==> config.mk <==
export PLATFORM = sky130hd
export DESIGN_NAME = uart_rx_sipo_param
export DESIGN_NICKNAME = d
export VERILOG_FILES = /design/src/rtl/uart_rx_sipo_param.sv
export SDC_FILE = /design/constraint.sdc
export NUM_CORES = 1
export LEC_CHECK = 0
export CORE_MARGIN = 3
export CORE_UTILIZATION = 55
export DETAILED_ROUTE_END_ITERATION = 6
export GPL_TIMING_DRIVEN = 0
export PLACE_DENSITY = 0.77
export SETUP_SLACK_MARGIN = 0.2
export SYNTH_ARGS = -nofsm -noshare
export SYNTH_HDL_FRONTEND = slang
export SYNTH_SLANG_ARGS = --single-unit
==> constraint.sdc <==
create_clock -name baud_clk -period 1.9 [get_ports baud_clk]
set_input_delay 0.19 -clock baud_clk [delete_from_list [all_inputs] [get_ports baud_clk]]
set_output_delay 0.19 -clock baud_clk [all_outputs]
set_load 0.03 [all_outputs]
==> src/rtl/uart_rx_sipo_param.sv <==
// Oversampled UART receive deserialiser with configurable frame format.
// A 2-flop synchroniser feeds a bit-timing FSM that takes a 3-sample majority
// near mid-bit. Completed frames land in a valid/ready output register with
// per-frame parity/frame/break flags and a one-cycle overrun pulse.
//
// state    | meaning
// ---------+--------------------------------------------------------------
// IDLE     | line idle, waiting for rx_s = 0
// START    | timing the start bit; a majority of 1 is a false start
// DATA     | shifting payload bits in, LSB first
// PARITY   | checking the parity bit against the payload
// STOP     | sampling stop bit(s); the last one completes on its decision
// RECOVER  | last stop bit was 0; wait for the line to return high
module uart_rx_sipo_param #(
    parameter int DATA_BITS  = 8,
    parameter int PARITY_EN  = 1,
    parameter int PARITY_ODD = 0,
    parameter int STOP_BITS  = 1,
    parameter int OVERSAMPLE = 16
) (
    input  logic                 baud_clk,
    input  logic                 rst_n,
    input  logic                 data_tx,
    input  logic                 rx_ready,
    output logic                 rx_valid,
    output logic [DATA_BITS-1:0] rx_data,
    output logic                 parity_err,
    output logic                 frame_err,
    output logic                 break_flag,
    output logic                 overrun,
    output logic                 active_flag
);

    localparam int CW = $clog2(OVERSAMPLE);
    localparam int BW = $clog2(DATA_BITS + 1);

    localparam logic [CW-1:0] C_S0  = CW'(OVERSAMPLE / 2 - 1);
    localparam logic [CW-1:0] C_S1  = CW'(OVERSAMPLE / 2);
    localparam logic [CW-1:0] C_DEC = CW'(OVERSAMPLE / 2 + 1);
    localparam logic [CW-1:0] C_END = CW'(OVERSAMPLE - 1);
    localparam logic [BW-1:0] B_LAST = BW'(DATA_BITS - 1);
    localparam logic          PAR_ODD = (PARITY_ODD != 0);

    if (DATA_BITS < 5 || DATA_BITS > 9 || STOP_BITS < 1 || STOP_BITS > 2 ||
        OVERSAMPLE < 8 || (OVERSAMPLE % 2) != 0) begin : g_bad_params
        $error("uart_rx_sipo_param: illegal parameter combination");
    end

    typedef enum logic [2:0] {
        S_IDLE,
        S_START,
        S_DATA,
        S_PARITY,
        S_STOP,
        S_RECOVER
    } state_t;

    logic                 r_sync1;
    logic                 r_sync2;
    state_t               r_state;
    logic [CW-1:0]        r_cnt;
    logic [BW-1:0]        r_bit_idx;
    logic                 r_stop_idx;
    logic                 r_s0;
    logic                 r_s1;
    logic [DATA_BITS-1:0] r_shift;
    logic                 r_par_bit;
    logic                 r_perr_f;
    logic                 r_stop_err;
    logic                 r_stop_one;
    logic                 r_valid;
    logic [DATA_BITS-1:0] r_data;
    logic                 r_perr;
    logic                 r_ferr;
    logic                 r_brk;
    logic                 r_overrun;

    logic w_rx_s;
    logic w_maj;
    logic w_in_bit;
    logic w_dec;
    logic w_cnt_end;
    logic w_last_stop;
    logic w_stop_err;
    logic w_stop_one;
    logic w_brk;
    logic w_par_exp;

    assign w_rx_s      = r_sync2;
    assign w_maj       = (r_s0 & r_s1) | (r_s0 & w_rx_s) | (r_s1 & w_rx_s);
    assign w_in_bit    = (r_state == S_START) || (r_state == S_DATA) ||
                         (r_state == S_PARITY) || (r_state == S_STOP);
    assign w_dec       = (r_cnt == C_DEC);
    assign w_cnt_end   = (r_cnt == C_END);
    assign w_last_stop = (STOP_BITS == 1) ? 1'b1 : r_stop_idx;
    // Accumulated stop-bit status including the bit being decided now.
    assign w_stop_err  = r_stop_err | ~w_maj;
    assign w_stop_one  = r_stop_one | w_maj;
    assign w_brk       = (r_shift == '0) && !r_par_bit && !w_stop_one;
    assign w_par_exp   = (^r_shift) ^ PAR_ODD;

    // Two-flop synchroniser for the asynchronous serial line; idles high.
    always_ff @(posedge baud_clk or negedge rst_n) begin
        if (!rst_n) begin
            r_sync1 <= 1'b1;
            r_sync2 <= 1'b1;
        end else begin
            r_sync1 <= data_tx;
            r_sync2 <= r_sync1;
        end
    end

    // Frame FSM, bit timing, majority sampling and output register.
    always_ff @(posedge baud_clk or negedge rst_n) begin
        if (!rst_n) begin
            r_state    <= S_IDLE;
            r_cnt      <= '0;
            r_bit_idx  <= '0;
            r_stop_idx <= 1'b0;
            r_s0       <= 1'b1;
            r_s1       <= 1'b1;
            r_shift    <= '0;
            r_par_bit  <= 1'b0;
            r_perr_f   <= 1'b0;
            r_stop_err <= 1'b0;
            r_stop_one <= 1'b0;
            r_valid    <= 1'b0;
            r_data     <= '0;
            r_perr     <= 1'b0;
            r_ferr     <= 1'b0;
            r_brk      <= 1'b0;
            r_overrun  <= 1'b0;
        end else begin
            r_overrun <= 1'b0;

            // Consumer takes the held word; a commit below overrides this.
            if (r_valid && rx_ready) begin
                r_valid <= 1'b0;
                r_perr  <= 1'b0;
                r_ferr  <= 1'b0;
                r_brk   <= 1'b0;
            end

            if (w_in_bit) begin
                r_cnt <= w_cnt_end ? '0 : r_cnt + 1'b1;
                if (r_cnt == C_S0) r_s0 <= w_rx_s;
                if (r_cnt == C_S1) r_s1 <= w_rx_s;
            end

            case (r_state)
                S_IDLE: begin
                    if (!w_rx_s) begin
                        r_state    <= S_START;
                        r_cnt      <= '0;
                        r_bit_idx  <= '0;
                        r_stop_idx <= 1'b0;
                        r_par_bit  <= 1'b0;
                        r_perr_f   <= 1'b0;
                        r_stop_err <= 1'b0;
                        r_stop_one <= 1'b0;
                    end
                end
                S_START: begin
                    if (w_dec && w_maj) begin
                        r_state <= S_IDLE;
                        r_cnt   <= '0;
                    end else if (w_cnt_end) begin
                        r_state <= S_DATA;
                    end
                end
                S_DATA: begin
                    if (w_dec) r_shift <= {w_maj, r_shift[DATA_BITS-1:1]};
                    if (w_cnt_end) begin
                        if (r_bit_idx == B_LAST) begin
                            r_bit_idx <= '0;
                            r_state   <= (PARITY_EN != 0) ? S_PARITY : S_STOP;
                        end else begin
                            r_bit_idx <= r_bit_idx + 1'b1;
                        end
                    end
                end
                S_PARITY: begin
                    if (w_dec) begin
                        r_par_bit <= w_maj;
                        r_perr_f  <= w_maj ^ w_par_exp;
                    end
                    if (w_cnt_end) r_state <= S_STOP;
                end
                S_STOP: begin
                    if (w_dec) begin
                        if (w_last_stop) begin
                            // Completing early on the decision cycle lets an
                            // immediately following start edge be caught.
                            r_state <= w_maj ? S_IDLE : S_RECOVER;
                            r_cnt   <= '0;
                            if (!r_valid || rx_ready) begin
                                r_valid <= 1'b1;
                                r_data  <= r_shift;
                                r_perr  <= r_perr_f;
                                r_ferr  <= w_stop_err;
                                r_brk   <= w_brk;
                            end else begin
                                r_overrun <= 1'b1;
                            end
                        end else begin
                            r_stop_err <= w_stop_err;
                            r_stop_one <= w_stop_one;
                        end
                    end else if (w_cnt_end) begin
                        r_stop_idx <= 1'b1;
                    end
                end
                S_RECOVER: begin
                    if (w_rx_s) r_state <= S_IDLE;
                end
                default: r_state <= S_IDLE;
            endcase
        end
    end

    assign rx_valid    = r_valid;
    assign rx_data     = r_data;
    assign parity_err  = r_perr;
    assign frame_err   = r_ferr;
    assign break_flag  = r_brk;
    assign overrun     = r_overrun;
    assign active_flag = (r_state != S_IDLE);

endmodule

# Yosys cells after proc, flatten, opt, wreduce, memory -nomap -nowiden
# Cells that the tools add are included.
[totals] regBits=38 input_bits=4 output_inout_bits=14 word_cells=111
[classes] add_sub_neg=2 eq_ne=18 mux=44 n_bitwise=7 n_reduce_logical=24
[op_table] cell="$mux 4" count=8
[op_table] cell="$mux 3" count=9
[op_table] cell="$mux 1" count=22
[op_table] cell="$pmux 3 s6" count=1
[op_table] cell="$eq 4x4->1 const B" count=3
[op_table] cell="$ne 2x2->1 const B" count=6
[op_table] cell="$pmux 4 s3" count=1
[op_table] cell="$reduce_and 3->1" count=3
[op_table] cell="$add 4x1->4 const B" count=2
[op_table] cell="$eq 4x3->1 const B" count=2
[op_table] cell="$logic_not 8->1" count=1
[op_table] cell="$pmux 4 s2" count=1
[op_table] cell="$reduce_xor 8->1" count=1
[op_table] cell="$reduce_and 7->1" count=1
[op_table] cell="$eq 3x2->1 const B" count=2
[op_table] cell="$eq 3x3->1 const B" count=2
[op_table] cell="$reduce_and 2->1" count=3
[op_table] cell="$logic_and 1x1->1" count=4
[op_table] cell="$logic_or 1x1->1" count=4
[op_table] cell="$pmux 1 s2" count=2
[op_table] cell="$reduce_bool 2->1" count=2
[op_table] cell="$and 1x1->1" count=3
[op_table] cell="$eq 3x1->1 const B" count=1
[op_table] cell="$logic_not 1->1" count=3
[op_table] cell="7 further kinds" count=8

# Logic depth before layout (Yosys ltp)
[depth] word_depth=8 depth_mapped=8 ltp_nobuf=6

# Worst setup path before layout
# Ideal clock, no wire load.
[synth_path] kind="reg-to-reg" from="reg r_cnt[0]" to="reg r_data[0] (netlist: rx_data[0])" setup_ns=0.125 arrival_ns=1.474 required_ns=1.775 slack_ns=0.301 path_stages_with_launch=7 n_path_buf=1 period_less_slack_ns=1.599 cell_sequence="dfrtp_1 -> ha_1 -> and3b_1 -> buf_6 -> and3_4 -> nand2_8 -> mux2_4"
[synth_between] elab_chain_cells=2
[synth_lines] element="from (decl)" line_no="61" rtl="logic [CW-1:0] r_cnt;"
[synth_lines] element="from (signal assigned)" line_no="145" rtl="r_cnt <= w_cnt_end ? '0 : r_cnt + 1'b1;"
[synth_lines] element="$eq 4x4->1" line_no="93" rtl="assign w_dec = (r_cnt == C_DEC);"
[synth_lines] element="$reduce_and 3->1 (no line)"
[synth_lines] element="to (signal assigned)" line_no="198" rtl="r_data <= r_shift;"
[synth_lines] element="to (decl)" line_no="72" rtl="logic [DATA_BITS-1:0] r_data;"
# No other way between the ends.
# A chain may end at the register's enable or synchronous reset.

# Final worst setup path
[layout_path] from="reg r_cnt[1]" to="reg r_data[7] (netlist: rx_data[7])"
# The elaborated chain is that of the path after synthesis.

==> summary.txt <==
Setup path
  • Startpoint types: flip-flop
  • Crit path required time: 2130 ps
  • WS Path Type: reg -> reg
  • Crit path max fanout: 8
  • Worst EP arrival: 1890 ps
  • CP endpoint kind: flip-flop

Yosys
  • Avg Cell Area, Syn: 10.8 µm²
  • Synthesized netlist net count: 195
  • Synth Register Bits: 38
  • Netlist Area Pre-Place: 0.00198 mm²
  • Top FF cell, synth: dfrtp_1
  • Fraction of registers with async set/reset: 100%
  • Netlist cell types: 49
  • Post-synthesis sequential area ratio: 48.2%
  • Post-Syn Instances: 183
  • Post-synth EDFFs: 0
  • Ys Warns: 0

Clock network
  • CTS tree: built
  • Max clock buf depth: 2
  • Clk_lat worst skew: 340 ps
  • Worst-path clk slew: 110 ps
  • Total CTS buffers: 5
  • CTS root buf: clkbuf_4
  • H-tree Lvls: 2
  • Clk sinks: 38

Floorplanning
  • Die height: 66.0 µm
  • Initial core utilization: 58.1%
  • Ports: 18
  • Die ar.: 0.00436 mm²
  • DIE WIDTH: 66.0 µm
  • Core ar.: 0.00342 mm²
  • FP Rows: 21

STA
  • Worst-margin pin slew: 829 ps
  • Setup TNS: 0 ps
  • FMAX: 603 MHz
  • Headroom to the max-slew limit: 44.7%
  • Fin. max-slew vios: 0
  • Period utilization: 87.3%
  • Setup ws final: 242 ps
  • RSZ-0062 raised after global routing: yes
  • Final Hold Slack: 235 ps
  • Endpoints failing setup: 0
  • Fin. Hold Viols: 0
  • Period minus WS final: 1660 ps
  • Setup Skew: 7.55 ps

Routing
  • Pre-antenna DRT Iters: 4
  • DRC: 0
  • Vias: 1448
  • DRT Wirelength: 3830 µm
  • Antenna-violating nets left: 0
  • Initial DRC count: 97
  • Via/cell ratio: 5.57
  • Wirelength per Cell: 14.7 µm

GRT
  • Antenna violations before repair: 0
  • Vias in the first global route: 1388
  • Grt total ovfl: 0
  • Pin count of the biggest net entering global routing: 39
  • Overall routing resource usage: 20.0%
  • First-pass GRT wire length: 6440 µm

Run status
  • Outcome: completed

Min path
  • Hold Crit Class: in -> reg

Layout
  • Number of fillers in the final layout: 280
  • ANT cells: 0
  • Area grow syn2layout: 17.5%
  • Fin nets: 226
  • Final core utilization: 68.2%
  • Layout cells sized above 1: 22.4%

Pwr
  • Pwr Density: 969 mW/mm²
  • Peak VDD IR: 0.535 mV
  • Total power: 2260 µW
  • Leakage: 0.00103 µW

Place
  • Place WS: 189 ps
  • Final Wtd Congestion: 0.785
  • Detailed placement HPWL: 2720 µm
  • Port bufs: 17

Run
  • Number of max-cap violations: 0
[path summary, 6_finish.rpt]
check / startpoint / end / slack, ps / cells after the start
min reg2reg: r_sync1 / r_sync2 / 370 / 0
min in group asynchronous: rst_n / rx_data[0] / 470 / 2
min: data_tx / r_sync1 / 240 / 1
max: r_cnt[1] / rx_data[7] / 240 / 7
max in group asynchronous: rst_n / r_state[2] / 870 / 2
max reg2reg: r_cnt[1] / rx_data[7] / 240 / 7
[state kept, by name, summed over array words and instances (netlist names)]
| name | count |
|---|---|
| r_shift | 8 |
| rx_data | 8 |
| r_bit_idx | 4 |
| r_cnt | 4 |
| r_state | 3 |
| break_flag | 1 |
| frame_err | 1 |
| overrun | 1 |
| parity_err | 1 |
| r_par_bit | 1 |
| r_perr_f | 1 |
| r_s0 | 1 |
| r_s1 | 1 |
| r_sync1 | 1 |
| r_sync2 | 1 |
| rx_valid | 1 |
[critical path, stage by stage (launching register included)]
cell,delay [ps]
dfrtp_1,410
inv_2,90
ha_4,120
and3b_1,160
buf_6,130
and3_4,230
nand2_8,90
mux2_4,320
[per-layer routing]
| layer | wire, µm | global-route usage, % | vias to the layer above |
|---|---|---|---|
| li1 | - | - | 711 |
| met1 | 1730 | 25.2 | 701 |
| met2 | 1880 | 31.4 | 29 |
| met3 | 154 | 6.29 | 7 |
| met4 | 65 | 8.88 | 0 |
| met5 | 0 | 0 | - |
[Yosys cell counts, types with 2 or more instances]
cell type,instances,share of area (%)
ha_1,8,5.0
mux2i_1,3,1.5
nand3_1,7,1.8
nand2b_1,2,0.63
xnor2_1,5,2.2
nor2b_1,2,0.63
mux2_4,8,6.1
nand2_1,19,3.6
mux2_2,2,1.1
o211ai_1,2,0.76
o31ai_1,2,0.76
o21ai_0,16,4.0
and2_1,2,0.63
dfstp_2,4,5.3
a21oi_1,6,1.5
dfrtp_1,34,43
a22o_1,2,0.88
nor2_1,8,1.5
inv_1,13,2.5
nor3_1,4,1.0
nand4_1,3,0.95
nand4b_1,2,0.88
buf_2,3,0.76
[report_power, final]
part           leakage, µW  internal, µW  switching [µW]
Clock            0.0000254           140             246
Sequential        0.000499           937             119
Combinational     0.000503           373             443
[cell type report]
type | instances | area (µm²) | area share (%)
flip-flops and latches | 38 | 957 | 41.1
clock buffers | 7 | 45.0 | 1.93
inverters | 13 | 48.8 | 2.09
well taps | 46 | 57.6 | 2.47
multi-input cells | 127 | 972 | 41.7
repair buffers | 24 | 214 | 9.18
plain buffers | 5 | 36.3 | 1.56
[placed cells by master, fill, tap and decap left out, types with 3 or more instances in the layout]
| cell | synthesis | final |
|---|---|---|
| nand3_1 | 7 | 6 |
| inv_1 | 13 | 12 |
| xnor2_1 | 5 | 5 |
| mux2_4 | 8 | 8 |
| clkbuf_4 | 0 | 6 |
| buf_2 | 3 | 4 |
| dfstp_2 | 4 | 4 |
| nor2_1 | 8 | 7 |
| mux2i_1 | 3 | 3 |
| o21ai_0 | 16 | 13 |
| nand2_1 | 19 | 19 |
| ha_1 | 8 | 7 |
| buf_4 | 1 | 7 |
| nor3_1 | 4 | 4 |
| a21oi_1 | 6 | 5 |
| o21ai_1 | 0 | 3 |
| nand4_1 | 3 | 3 |
| dfrtp_1 | 34 | 33 |
| clkdlybuf4s50_1 | 0 | 14 |
[kinds of logic (layout without fill, tap and decap cells)]
kind of cell	count (synthesis)	after routing	share of synthesized area, %
simple gates	62	62	18.8
xor+xnor	6	6	2.65
flops	38	38	48.2
mux	14	14	9.27
fa+ha+maj	9	9	5.62
buf+inv	18	49	4.16
compound gates	36	36	11.3
[stage by stage]
step	area (µm²)	cells
6_report	2330	260
5_1_grt	2330	260
4_1_cts	2280	257
3_5_place_dp	2210	246
3_3_place_gp	2210	246
2_1_floorplan	1980	183
[what timing repair did]
action,CTS,global route
endpoints found under the setup margin,11,24
pin swaps,0,2
setup buffers,3,3
hold buffers,1,0
hold endpoints to repair,34,0
resized for setup,6,13
No activity file was read; power rests on OpenSTA's default activity.
